<file path="config.mk">
export PLATFORM = sky130hd
export DESIGN_NAME = pulse_width_meter
export DESIGN_NICKNAME = d
export VERILOG_FILES = /design/src/rtl/pulse_width_meter.sv
export SDC_FILE = /design/constraint.sdc
export NUM_CORES = 1
export LEC_CHECK = 0
export ABC_AREA = 1
export BUFFER_PORTS_ARGS = -buffer_cell sky130_fd_sc_hd__clkbuf_2
export CAP_MARGIN = 0
export CORE_ASPECT_RATIO = 1.2
export CORE_MARGIN = 3
export CORE_UTILIZATION = 58
export CTS_BUF_LIST = sky130_fd_sc_hd__clkbuf_4 sky130_fd_sc_hd__clkbuf_8 sky130_fd_sc_hd__clkbuf_16
export CTS_CLUSTER_SIZE = 12
export DETAILED_ROUTE_END_ITERATION = 8
export PLACE_DENSITY = 0.79
export SLEW_MARGIN = 0
export SYNTH_ARGS = -nofsm -noshare
export SYNTH_HDL_FRONTEND = slang
export SYNTH_SLANG_ARGS = --single-unit
</file>
<file path="constraint.sdc">
create_clock -name clk -period 2.7 [get_ports clk]
set_input_delay 0.54 -clock clk [delete_from_list [all_inputs] [get_ports clk]]
set_output_delay 0.54 -clock clk [all_outputs]
set_load 0.01 [all_outputs]
</file>
<file path="src/rtl/pulse_width_meter.sv">
// pulse_width_meter: measures runs of equal filtered samples and reports
// each completed run as a {level, length, timeout} symbol over valid/ready.
// A run at the idle level that reaches TIMEOUT samples closes the frame.
module pulse_width_meter #(
  parameter int   CNT_W      = 16,
  parameter int   TIMEOUT    = 255,
  parameter logic IDLE_LEVEL = 1'b1
) (
  input  logic             clk,
  input  logic             rst,
  input  logic             clear_n,
  input  logic             i_value,
  input  logic             i_valid,
  output logic             o_level,
  output logic [CNT_W-1:0] o_length,
  output logic             o_timeout,
  output logic             o_valid,
  input  logic             i_ready,
  output logic             o_overflow
);

  localparam logic [CNT_W-1:0] CNT_MAX   = '1;
  localparam logic [CNT_W-1:0] TIMEOUT_C = CNT_W'(TIMEOUT);
  localparam logic [CNT_W-1:0] CNT_ONE   = CNT_W'(1);

  typedef enum logic {IDLE, MEASURE} state_t;

  state_t           state_q, state_d;
  logic [CNT_W-1:0] cnt_q, cnt_d;
  logic             lvl_q, lvl_d;
  logic             valid_q, valid_d;
  logic             level_q, level_d;
  logic [CNT_W-1:0] length_q, length_d;
  logic             timeout_q, timeout_d;
  logic             ovf_q, ovf_d;

  logic             emit;
  logic             em_level;
  logic [CNT_W-1:0] em_length;
  logic             em_timeout;
  logic [CNT_W-1:0] cnt_inc;

  // State, run counter and output register; rst and clear_n both return to IDLE
  always_ff @(posedge clk) begin
    if (rst || !clear_n) begin
      state_q   <= IDLE;
      cnt_q     <= '0;
      lvl_q     <= 1'b0;
      valid_q   <= 1'b0;
      level_q   <= 1'b0;
      length_q  <= '0;
      timeout_q <= 1'b0;
      ovf_q     <= 1'b0;
    end else begin
      state_q   <= state_d;
      cnt_q     <= cnt_d;
      lvl_q     <= lvl_d;
      valid_q   <= valid_d;
      level_q   <= level_d;
      length_q  <= length_d;
      timeout_q <= timeout_d;
      ovf_q     <= ovf_d;
    end
  end

  // Run measurement: decides the next run state and whether a symbol ends here
  always_comb begin
    state_d    = state_q;
    cnt_d      = cnt_q;
    lvl_d      = lvl_q;
    emit       = 1'b0;
    em_level   = lvl_q;
    em_length  = cnt_q;
    em_timeout = 1'b0;
    cnt_inc    = (cnt_q == CNT_MAX) ? cnt_q : cnt_q + CNT_ONE;
    if (i_valid) begin
      unique case (state_q)
        IDLE: begin
          if (i_value != IDLE_LEVEL) begin
            state_d = MEASURE;
            lvl_d   = i_value;
            cnt_d   = CNT_ONE;
          end
        end
        MEASURE: begin
          if (i_value == lvl_q) begin
            if (lvl_q == IDLE_LEVEL && cnt_inc == TIMEOUT_C) begin
              // Idle line held long enough: frame is over
              emit       = 1'b1;
              em_level   = IDLE_LEVEL;
              em_length  = TIMEOUT_C;
              em_timeout = 1'b1;
              state_d    = IDLE;
              cnt_d      = '0;
            end else begin
              cnt_d = cnt_inc;
            end
          end else begin
            // Level change closes the current run and opens the next one
            emit  = 1'b1;
            lvl_d = i_value;
            cnt_d = CNT_ONE;
          end
        end
        default: state_d = IDLE;
      endcase
    end
  end

  // Single-entry output register: load when free or being drained, else drop
  always_comb begin
    valid_d   = valid_q;
    level_d   = level_q;
    length_d  = length_q;
    timeout_d = timeout_q;
    ovf_d     = ovf_q;
    if (emit && (!valid_q || i_ready)) begin
      valid_d   = 1'b1;
      level_d   = em_level;
      length_d  = em_length;
      timeout_d = em_timeout;
    end else if (emit) begin
      ovf_d = 1'b1;
    end else if (valid_q && i_ready) begin
      valid_d = 1'b0;
    end
  end

  assign o_valid    = valid_q;
  assign o_level    = level_q;
  assign o_length   = length_q;
  assign o_timeout  = timeout_q;
  assign o_overflow = ovf_q;

endmodule
</file>
* Yosys cells after proc, flatten, opt, wreduce, memory -nomap -nowiden
Index checks and enable logic that the tools add are counted.
Cells by class: $add $sub $neg 1, equality and inequality tests 6, mux-type cells 30, bitwise gates (word level) 2, reduce and logical (&&, ||, !) cells 12
Operators with widths (number):
- 16-bit 2-to-1 mux | 8
- 16-bit case mux with 2 select lines | 1
- 1-bit 2-to-1 mux | 19
- 16-bit by 1-bit adder with 16-bit output (second input constant) | 1
- 16-bit equality test (second input constant) | 1
- 16-bit by 8-bit equality test with 1-bit output (second input constant) | 1
- 2-bit AND reduction | 3
- 2-bit inequality test (second input constant) | 2
- 1-bit case mux with 2 select lines | 2
- 1-bit logical AND | 3
- 3-bit AND reduction | 1
- 1-bit zero test | 2
- 1-bit logical OR | 2
- 2-bit by 1-bit inequality test with 1-bit output (second input constant) | 1
- 1-bit inverter | 2
- 2-bit nonzero test | 1
- 1-bit equality test | 1
Word-level totals: register bits 38, logic and storage cells 59

* Longest topological paths before layout
word-level depth 11, depth in mapped cells 17, mapped depth without buffers 16

* Least setup slack after synthesis
No wires, ideal clock.
path type register -> register, from reg cnt_q[0], to reg length_q[11] (netlist: o_length[11]), library setup time 0.113 ns, data arrival time 2.016 ns, data required time 2.587 ns, setup slack 0.572 ns, stages on the path, launching flop included 16, path buffers 1, path through dfxtp_1 > ha_1 > nand2_1 > nor2_4 > nand2_2 > nor2_4 > a21oi_1 > nor2_1 > nand3_1 > nor2_2 > nand2_2 > nand2_4 > nand3_4 > buf_2 > nor2_1 > nor2_1
On the way: word-level cells in the longest chain between the ends 9, elaborated cells between the ends (all ways) 14
RTL lines:
- start, declared | line 29 | logic [CNT_W-1:0] cnt_q, cnt_d;
- start signal, assigned | line 56 | cnt_q <= cnt_d;
- 16-bit by 1-bit adder with 16-bit output or 16-bit equality test (tied branches) | line 75 | cnt_inc = (cnt_q == CNT_MAX) ? cnt_q : cnt_q + CNT_ONE;
- 16-bit 2-to-1 mux (*) | line 75
- 16-bit by 8-bit equality test with 1-bit output (*) | line 87 | if (lvl_q == IDLE_LEVEL && cnt_inc == TIMEOUT_C) begin
- 1-bit logical AND (*) | line 87
- 1-bit 2-to-1 mux | line 87
- 1-bit 2-to-1 mux | line 86 | if (i_value == lvl_q) begin
- 1-bit 2-to-1 mux | line 77 | unique case (state_q)
- 1-bit 2-to-1 mux | line 76 | if (i_valid) begin
- 1-bit logical AND | line 117 | if (emit && (!valid_q || i_ready)) begin
- end signal, assigned | line 60 | length_q <= length_d;
- end, declared | line 33 | logic [CNT_W-1:0] length_q, length_d;
Every way passes the cells marked *; elsewhere a longest branch is shown, timed or not. A chain may end at the register's enable or synchronous reset.

* Worst setup path after layout
from reg cnt_q[0], to reg length_q[7] (netlist: o_length[7])
The elaborated chain is that of the path after synthesis.

==> impl_metrics.csv <==
group,metric,value,unit
status,status,"finished clean",
setup_path,arrival,2.71,ns
finish,num-nets-final,406,
timing,maxSlewViolCount,0,
floorplanning,placementRows,23,
floorplanning,start_util,62.9,%
route,drc_errors,0,
finish,fin_area,2550,µm²
setup_path,endpoint_kind,"flip-flop",
finish,areaGrowthSynthToFinish,15.3,%
yosys,yosysSeqAreaShare,34.4,%
floorplanning,die_w,62.3,µm
timing,skew,0.00384,ns
clock_tree,root_buffer,"clkbuf_8",
min_path,hp-class,"flip-flop to flip-flop",
min_path,min-delay-start,"o_overflow$_SDFFE_PP0P_",
setup_path,crit_path_top_delay_cell,"dfxtp_1",
grt,grt_pass1_vias,2141,
placed_design,gp_congestion,0.991,
setup_path,path_cells,"ha_1 > nand3_1 > nor2_1 > nand3_1 > nand2_1 > nand3_1 > nor2_1 > nand2_1 > nor2_2 > nand2_2 > nand2_4 > nand3_4 > nor2_1 > nor2_1",
grt,grt_busiest_layer,"met2",
setup_path,max_stage_delay,0.41,ns
timing,hold_violations,0,
timing,fmax,0.395,GHz
yosys,synth_seq_cells,38,
clock_tree,cts.sinks,38,
clock_tree,cts_hold_buf,0,
clock_tree,htree_levels,2,
clock_tree,clkTransAtPathRegs,0.07,ns
setup_path,reg2reg_from,"cnt_q[0]$_SDFFE_PP0P_",
timing,finalCriticalPeriod,2.53,ns
placed_design,placedInstanceArea,2410,µm²
grt,grt_first_pass_wirelength,9.71,mm
yosys,mappedNetlistNets,370,
finish,drive_above_1_share,17.3,%
grt,grt_use_met2,43.3,%
setup_path,required,2.88,ns
placed_design,dp_hpwl,3.95,mm
yosys,yosys-top-cells-area,"dfxtp_1 (34%), nand2_1 (19%), nor2_1 (11%)",
yosys,synth_top_area_share,34.4,%
yosys,ys_types,25,
placed_design,portBuffers,25,
setup_path,startpoint,"cnt_q[0]$_SDFFE_PP0P_",
route,vias,2353,
flow_run,drv_cap,0,
power,power.total,987,µW
yosys,netlist_area,2210,µm²
power,irDropWorstVdd,0.286,mV
setup_path,cpMostUsedCell,"nor2_1",
power,p_per_area,387,nW/µm²
floorplanning,die_h,73.6,µm
clock_tree,cts_buffer_depth,2,
grt,antenna_found_initial,0,
timing,setup_viol,0,
yosys,syn_inst,363,
clock_tree,cts_tree,"done",
route,drt-vias-per-instance,5.24,
grt,use_met3,7.19,%
finish,diodes,0,
timing,min_period_over_period,93.8,%
yosys,syn_area_per_cell,6.09,µm²
setup_path,cp_max_fo,17,
yosys,synth_warnings,0,
grt,globalRoute.totalOverflow,0,
route,routedWlPerCell,13.1,µm
timing,max-slew-margin-rel,64.7,%
setup_path,cp-start-kind,"flip-flop",
yosys,synth_top_cell_by_area,"dfxtp_1",
route,wirelength,5.87,mm
floorplanning,core,3510,µm²
grt,grtUsageMet1,32.4,%
power,power_leakage,0.00119,µW
clock_tree,clock_latency,0.29,ns
route,first_pass_iters,5,
route,dr.first_iter.drc_count,259,
timing,hold_slack,0.452,ns
finish,final_common_cell,"nand2_1",
clock_tree,cts_inserted_buffers,5,
floorplanning,ios,26,
finish,most-common-layout-cells,"nand2_1 (112), nor2_1 (63), inv_1 (49)",
grt,grt_use_total,26.3,%
route,antenna_left,0,
timing,worstMarginPinSlew,0.526,ns
setup_path,path_class,"flip-flop to flip-flop",
grt,grt_max_degree,36,
floorplanning,die_area,4590,µm²
[final cells by class]
cell class / instances / area (µm²)
repair buffers: 35 / 213
clock inverters: 2 / 10.0
well taps: 50 / 62.6
fillers: 305 / 962
inverters: 52 / 195
multi-input cells: 267 / 1240
clock buffers: 5 / 68.8
flip-flops and latches: 38 / 761
[worst max-delay path, delay by kind of cell, from the launching register on]
family | cells | cell delay, ns
adder cells (fa/ha/maj) | 1 | 0.27
AND/OR/NAND/NOR | 13 | 1.73
flip-flops | 1 | 0.41
[sequential cells by signal, summed over array words and instances, names as in the netlist]
signal and flops:
lvl_q 1, o_valid 1, o_overflow 1, o_timeout 1, cnt_q 16, o_length 16
state_q 1, o_level 1
[logic make-up after synthesis]
group                      Yosys count  share of synthesized area [%]
buffers and inverters               60                           11.2
and+or+nand+nor                    233                           46.3
adders and majority gates            1                          0.566
DFF                                 38                           34.4
xor gates and xnor gates             3                           1.19
AOI/OAI and AO/OA                   28                           6.34
[synth_stat cells]
| master | count |
|---|---|
| inv_2 | 2 |
| nand2_2 | 7 |
| nand3b_1 | 3 |
| dfxtp_1 | 38 |
| nor2_1 | 64 |
| clkbuf_1 | 2 |
| nor2_4 | 3 |
| nor2_2 | 8 |
| o21ai_1 | 3 |
| inv_1 | 49 |
| clkinv_1 | 1 |
| buf_4 | 1 |
| nand4_1 | 8 |
| nand3_4 | 1 |
| nand3_1 | 23 |
| xnor2_1 | 3 |
| ha_1 | 1 |
| nand2_4 | 1 |
| buf_2 | 3 |
| nor3_1 | 1 |
| a21oi_1 | 22 |
| o21ai_0 | 3 |
| buf_6 | 2 |
| or2_2 | 2 |
| nand2_1 | 112 |
[stage by stage]
stage	setup TNS, ns	cells	util (%)	setup WS (ns)
after floorplan	0	363	-	0.572
after global placement	0	439	68.7	0.121
after detailed placement	0	439	68.7	0.120
after CTS	0	446	71.0	0.0946
after global routing	-0.000754	449	72.6	-0.000754
final	0	449	72.6	0.168
[worst paths after layout]
kind / to / slack (ns) / cells after the start
worst max-delay path: o_length[7]$_SDFFE_PP0P_ / 0.17 / 14
worst min-delay path: o_overflow$_SDFFE_PP0P_ / 0.45 / 2
worst max register to register: o_length[7]$_SDFFE_PP0P_ / 0.17 / 14
worst min register to register: o_overflow$_SDFFE_PP0P_ / 0.45 / 2
[metal layers]
layer	share of wire (%)	wire, µm	vias to the layer above
met3	9.6	564	24
met4	3.0	175	0
met2	46	2720	123
met5	0	0	-
met1	41	2410	1012
li1	-	-	1194
[report_power, final]
part           total [µW]  switching [µW]  leakage, µW  internal (µW)
sequential            565            2.12     0.000306            563
combinational        52.4            36.5     0.000840           15.9
clock                 370             197    0.0000438            173
total                 987             235      0.00119            752
[repair_timing]
item                       4_1_cts  5_1_grt
gates resized for setup          0        3
setup buffers                    0        1
setup endpoints to repair        0       21
(Power assumes the default switching activity.)
